<file path="src/rtl/execute_mul_ctrl.sv">
// Multi-cycle shift-add MUL sequencer for the LEGv8 execute stage.
// Borrows the execute ALU for the partial-product adds and stalls the pipeline
// until the low N bits of the product are ready.
//
//   state | meaning
//   IDLE  | ALU under pipeline control; stall follows start_i
//   ITER  | one shift-add step per cycle, ALU owned, pipeline stalled
//   DONE  | product_o valid, done_o pulse, MUL retires
module execute_mul_ctrl #(
    parameter int N = 64
) (
    input  logic         clk,
    input  logic         reset,
    input  logic         start_i,
    input  logic [N-1:0] opA_i,
    input  logic [N-1:0] opB_i,
    input  logic [N-1:0] aluResult_i,
    output logic         alu_own_o,
    output logic [N-1:0] alu_a_o,
    output logic [N-1:0] alu_b_o,
    output logic [3:0]   alu_ctrl_o,
    output logic         stall_o,
    output logic         done_o,
    output logic [N-1:0] product_o
);

    localparam int          CW       = $clog2(N);
    localparam logic [3:0]  ALU_ADD  = 4'b0010;
    localparam logic [CW-1:0] CNT_LAST = CW'(N - 1);

    typedef enum logic [1:0] {
        S_IDLE = 2'd0,
        S_ITER = 2'd1,
        S_DONE = 2'd2
    } state_t;

    state_t         state;
    state_t         state_nxt;
    logic [N-1:0]   acc;
    logic [N-1:0]   mcand;
    logic [N-1:0]   mplier;
    logic [N-1:0]   product_q;
    logic [CW-1:0]  count;
    logic           last_iter;
    logic [N-1:0]   acc_next;

    // Stop as soon as no multiplier bits remain above the one consumed this cycle.
    assign last_iter = ((mplier >> 1) == '0) || (count == CNT_LAST);
    assign acc_next  = mplier[0] ? aluResult_i : acc;

    // State register
    always_ff @(posedge clk or negedge reset) begin
        if (!reset) begin
            state <= S_IDLE;
        end else begin
            state <= state_nxt;
        end
    end

    // Next-state logic; start_i only matters in IDLE so a stale start in DONE cannot retrigger
    always_comb begin
        state_nxt = state;
        case (state)
            S_IDLE: begin
                if (start_i) begin
                    state_nxt = (opB_i == '0) ? S_DONE : S_ITER;
                end
            end
            S_ITER: begin
                if (last_iter) begin
                    state_nxt = S_DONE;
                end
            end
            S_DONE:  state_nxt = S_IDLE;
            default: state_nxt = S_IDLE;
        endcase
    end

    // Output decode; the ALU is only driven in ITER
    always_comb begin
        alu_own_o  = 1'b0;
        alu_a_o    = '0;
        alu_b_o    = '0;
        alu_ctrl_o = 4'b0000;
        stall_o    = 1'b0;
        done_o     = 1'b0;
        case (state)
            S_IDLE: begin
                stall_o = start_i;
            end
            S_ITER: begin
                alu_own_o  = 1'b1;
                alu_a_o    = acc;
                alu_b_o    = mcand;
                alu_ctrl_o = ALU_ADD;
                stall_o    = 1'b1;
            end
            S_DONE: begin
                done_o = 1'b1;
            end
            default: begin
                stall_o = 1'b0;
            end
        endcase
    end

    // Shift-add datapath; product captures the final accumulator on the edge into DONE
    always_ff @(posedge clk or negedge reset) begin
        if (!reset) begin
            acc       <= '0;
            mcand     <= '0;
            mplier    <= '0;
            count     <= '0;
            product_q <= '0;
        end else begin
            case (state)
                S_IDLE: begin
                    if (start_i) begin
                        mcand  <= opA_i;
                        mplier <= opB_i;
                        acc    <= '0;
                        count  <= '0;
                        if (opB_i == '0) begin
                            product_q <= '0;
                        end
                    end
                end
                S_ITER: begin
                    acc    <= acc_next;
                    mcand  <= mcand << 1;
                    mplier <= mplier >> 1;
                    count  <= count + CW'(1);
                    if (last_iter) begin
                        product_q <= acc_next;
                    end
                end
                default: begin
                    acc <= acc;
                end
            endcase
        end
    end

    assign product_o = product_q;

endmodule

</file>
<file path="config.mk">
export PLATFORM = sky130hd
export DESIGN_NAME = execute_mul_ctrl
export DESIGN_NICKNAME = d
export VERILOG_FILES = /design/src/rtl/execute_mul_ctrl.sv
export SDC_FILE = /design/constraint.sdc
export NUM_CORES = 1
export LEC_CHECK = 0
export BUFFER_PORTS_ARGS = -buffer_cell sky130_fd_sc_hd__buf_2
export CORE_UTILIZATION = 52
export CTS_CLUSTER_DIAMETER = 60
export DETAILED_ROUTE_END_ITERATION = 16
export PLACE_DENSITY_LB_ADDON = 0.25
export REMOVE_ABC_BUFFERS = 1
export SETUP_SLACK_MARGIN = 0.2
export SYNTH_ARGS = -nofsm -noshare
export SYNTH_HDL_FRONTEND = slang
export SYNTH_SLANG_ARGS = --single-unit
</file>
<file path="constraint.sdc">
create_clock -name clk -period 2.23 [get_ports clk]
set_clock_uncertainty 0.05 [all_clocks]
set_input_delay 0.5575 -clock clk [delete_from_list [all_inputs] [get_ports clk]]
set_output_delay 0.5575 -clock clk [all_outputs]
set_load 0.02 [all_outputs]
</file>
; ---- Yosys cells after proc, flatten, opt, wreduce, memory -nomap -nowiden
; Index checks and enable logic that the tools add are counted.
; W data, S select, Z words.
[totals]
register_bits = 264
input_bits = 195
output_inout_bits = 199
[classes]
addsub = 1
reduce_logical = 8
mux = 23
n_eq_ne = 6
[op_table]
columns = operator, n
row1 = $mux W64, 9
row2 = $pmux W64 S2, 4
row3 = $logic_not A64 Y1, 2
row4 = $pmux W6 S2, 1
row5 = $mux W2, 4
row6 = $add A6 B1 Y6 const B, 1
row7 = $eq A6 B6 Y1 const B, 1
row8 = $mux W6, 1
row9 = $ne A2 B2 Y1 const B, 3
row10 = $pmux W2 S2, 1
row11 = $reduce_and A2 Y1, 2
row12 = $reduce_and A4 Y1, 1
row13 = $eq A2 B1 Y1 const B, 1
row14 = $eq A2 B2 Y1 const B, 1
row15 = $logic_not A2 Y1, 1
row16 = $mux W1, 2
row17 = $pmux W1 S2, 1
row18 = $reduce_bool A2 Y1, 1
row19 = $logic_or A1 B1 Y1, 1

; ---- Depth between registers and ports, before layout
[logic_depth]
word_depth = 4
mapped_depth = 8

; ---- Worst setup path before layout
; Ideal clock, no wire load.
[synth_timing]
path_kind = reg2out
start = reg state[1]
end = out alu_a_o[55]
arrival_ns = 1.641
required_time_ns = 1.622
path_buffers = 3
slack_ns = -0.018
path_stages_with_launch = 7
cell_sequence = dfrtp_1 nand2b_1 clkbuf_1 inv_2 clkbuf_1 clkbuf_1 and2_1
[synth_between]
elab_chain_len = 2
[synth_lines]
columns = item, line
row1 = start: declaration, 37  ; state_t state;
row2 = start signal: assignment, 56  ; state <= state_nxt;
row3 = $eq A2 B1 Y1, 87  ; case (state)
row4 = $mux W64, 87
row5 = end: declaration, 19  ; output logic [N-1:0] alu_a_o,
; Every way passes these cells.

; ---- Worst setup path in the final report
[layout_timing]
start = reg state[1]
end = out alu_b_o[60]
[layout_between]
elab_chain_len = 2
[layout_lines]
columns = item, line
row1 = $eq A2 B1 Y1, 87
row2 = $mux W64, 87
row3 = end: declaration, 20  ; output logic [N-1:0] alu_b_o,
; Every way passes these cells.

==> impl_metrics.csv <==
group,metric,value,unit
clock_network,cts_tree,"yes",
sta,setup_viol,166,
sta,finalHoldViolCount,0,
logic_synthesis,ys_top_cells_by_count,"dfrtp_1 (264), and2_1 (128)",
clock_network,cts_root_buffer,"clkbuf_16",
pwr,leakagePower,9.36,nW
logic_synthesis,ys_warn_count,0,
sta,fin_crit,2.40,ns
die,fp-row-count,56,
place,dpl_cell_area,15300,sq um
place,portBuffers,390,
place,place_congestion,0.844,
logic_synthesis,synth_cells,1211,
logic_synthesis,yosysSeqAreaShare,0.524,
clock_network,cts_buffers,29,
clock_network,clk_latency,0.55,ns
place,pre_cts_slack,-0.373,ns
finish,design_area,18000,sq um
global_route,grt_pass1_vias,11000,
logic_synthesis,synth_area,12600,sq um
drt,routed_wl,41700,um
status,run_status,"finished, violations left",
pwr,powerDensity,1530,nW/um^2
global_route,grtUsageTotal,0.306,
die,coreArea,23600,sq um
global_route,grt_max_degree,134,
place,place_hpwl,24200,um
global_route,grt_overflow,0,
setup_path,cp-start-kind,"flop",
setup_path,path_cells,"nand2b_4, inv_12, buf_12, clkbuf_16, and2_4, buf_6",
logic_synthesis,yosys.cell_count.top_type,"dfrtp_1",
logic_synthesis,syn_avg_cell_area,10.4,sq um
drt,first_iter_violations,843,
setup_path,timing.critical_path.to,"alu_b_o[60]",
sta,worst_pin_slew,0.815,ns
drt,ant_nets,0,
sta,hold_ws,0.172,ns
drt,vias,11600,
die,die_h,158,um
drt,via_per_inst,5.85,
setup_path,crit_type,"reg -> out",
logic_synthesis,synth_ff_type,"dfrtp_1",
setup_path,cpPeakStageDelay,0.40,ns
sta,finalCritPeriodShare,1.08,
finish,utilization,0.762,
finish,fillers,1501,
finish,nets,1841,
clock_network,cts.path.max_buffers,3,
logic_synthesis,yosys_register_bits,264,
die,die_w,158,um
status,failed_checks,"setup timing",
clock_network,htreeDepth,1,
drt,drc_errors,0,
hold_path,hp-class,"in -> reg",
drt,wl_per_cell,21.0,um
sta,max_freq,0.416,GHz
sta,relSlewSlack,0.457,
die,dieArea,24900,sq um
finish,drive_above_1_share,0.408,
clock_network,path_clk_slew,0.06,ns
logic_synthesis,yosys.area.top_type,"dfrtp_1",
logic_synthesis,synth_top_area_frac,0.524,
setup_path,r2r.worst_path.cells,7,
global_route,grt_antenna_before_repair,3,
setup_path,cp-end-kind,"primary output",
logic_synthesis,ys_types,34,
setup_path,worstPathArrival,1.79,ns
logic_synthesis,async_reset_ff_frac,1.00,
clock_network,cts.sinks,264,
job,maxCapViolCount,0,
setup_path,required,1.62,ns
sta,slew_violations,0,
pwr,ir_drop,963,uV
setup_path,worstSetupStartpoint,"state[1]$_DFFE_PN0P_",
sta,fin_ws,-0.172,ns
global_route,grt_first_pass_wirelength,59500,um
drt,dr.pass1.iters,7,
setup_path,r2r_end,"product_o[44]$_DFFE_PN0P_",
finish,area_growth,42.7,%
sta,rsz0062_at_grt,"true",
setup_path,ff2ff_setup_slack,-0.05,ns
setup_path,crit_path_max_fanout,9,
die,io_pins,394,
logic_synthesis,synth_edf_count,0,
pwr,power,27.6,mW
setup_path,cp_slowest_cell,"dfrtp_2",
logic_synthesis,yosys-top-cells-area,"dfrtp_1 (52%), and2_1 (6.4%), mux2i_1 (5.2%)",
setup_path,r2r-start,"mplier[7]$_DFFE_PN0P_",
die,initial_core_util,0.534,
[placed cells by master (no fill, tap or decap), drive strengths merged, types with 3 or more instances in the layout]
master,netlist,final
buf,38,499
dfrtp,264,264
and2,128,128
inv,66,68
nor2,67,67
a22o,67,67
o21ai,67,67
nor2b,66,66
mux2i,65,65
a21o,64,64
a21oi,64,64
a22oi,63,63
a221oi,63,63
clkbuf,67,50
nor4,33,33
nand4,8,8
nand2,6,6
clkinv,0,5
conb,1,3
[per-stage QoR]
stage,std cells,setup TNS [ns]
after floorplan,1108,-1090.98
after global placement,1896,-23.26
after detailed placement,1896,-21.11
after CTS,1970,-17.55
after global routing,1987,-28.11
final,1987,-15.93
[cell families (layout without fill, tap and decap cells)]
logic type / Yosys count / count (layout) / share of synthesized area
flops: 264 / 264 / 0.524
compound gates: 391 / 391 / 0.220
fa+ha+maj: 1 / 1 / 0.000992
simple gates: 316 / 316 / 0.143
other cells: 1 / 5 / 0.000298
mux: 65 / 65 / 0.0516
buf+inv: 171 / 624 / 0.0584
xor+xnor: 2 / 2 / 0.00139
[cell type report]
cell class / count / area (sq um) / area share
flip-flops and latches: 264 / 6610 / 0.368
multi-input cells: 778 / 5790 / 0.322
repair buffers: 506 / 4020 / 0.224
clock buffers: 44 / 822 / 0.0457
well taps: 319 / 399 / 0.0222
inverters: 66 / 263 / 0.0146
clock inverters: 8 / 76.3 / 0.00424
diodes: 2 / 5.00 / 0.000278
[where the power goes]
part,internal [mW],switching (mW)
Sequential,6.75,1.57
Combinational,6.89,7.77
Clock,2.65,1.94
[routing by layer]
metal	global-route usage	wire length (um)
met5	0	13
met2	0.501	20300
met3	0.0624	3060
met4	0.130	2150
met1	0.394	16100
[sequential cells by signal, indices dropped and copies added, names as in the netlist]
| register | count |
|---|---|
| state | 2 |
| product_o | 64 |
| mplier | 64 |
| acc | 64 |
| count | 6 |
| mcand | 64 |
[how the worst min path moves through the flow]
stage	from	endpoint	slack [ns]	depth (start not counted)
final	opA_i[37]	mcand[37]$_DFFE_PN0P_	0.17	3
after detailed placement	reset	mplier[6]$_DFFE_PN0P_	0.41	1
after CTS	opA_i[29]	mcand[29]$_DFFE_PN0P_	0.16	3
after floorplan	reset	acc[0]$_DFFE_PN0P_	0.21	0
after global placement	reset	mplier[7]$_DFFE_PN0P_	0.41	1
after global routing	opA_i[38]	mcand[38]$_DFFE_PN0P_	0.16	3
[critical path: cells and delay by family, from the launching register on]
kind | cells | cell delay (ns)
buf+inv | 4 | 0.52
flops | 1 | 0.40
simple gates | 2 | 0.34
[what timing repair did]
| item | 4_1_cts | 5_1_grt |
|---|---|---|
| endpoints found under the hold margin | 32 | 0 |
| hold buffers | 1 | 0 |
| cloned | 6 | 7 |
| pin swaps | 9 | 20 |
| setup endpoints to repair | 197 | 299 |
| gates resized for setup | 240 | 127 |
| setup buffers | 15 | 8 |
Note: power is estimated with default switching activity, not from simulation.
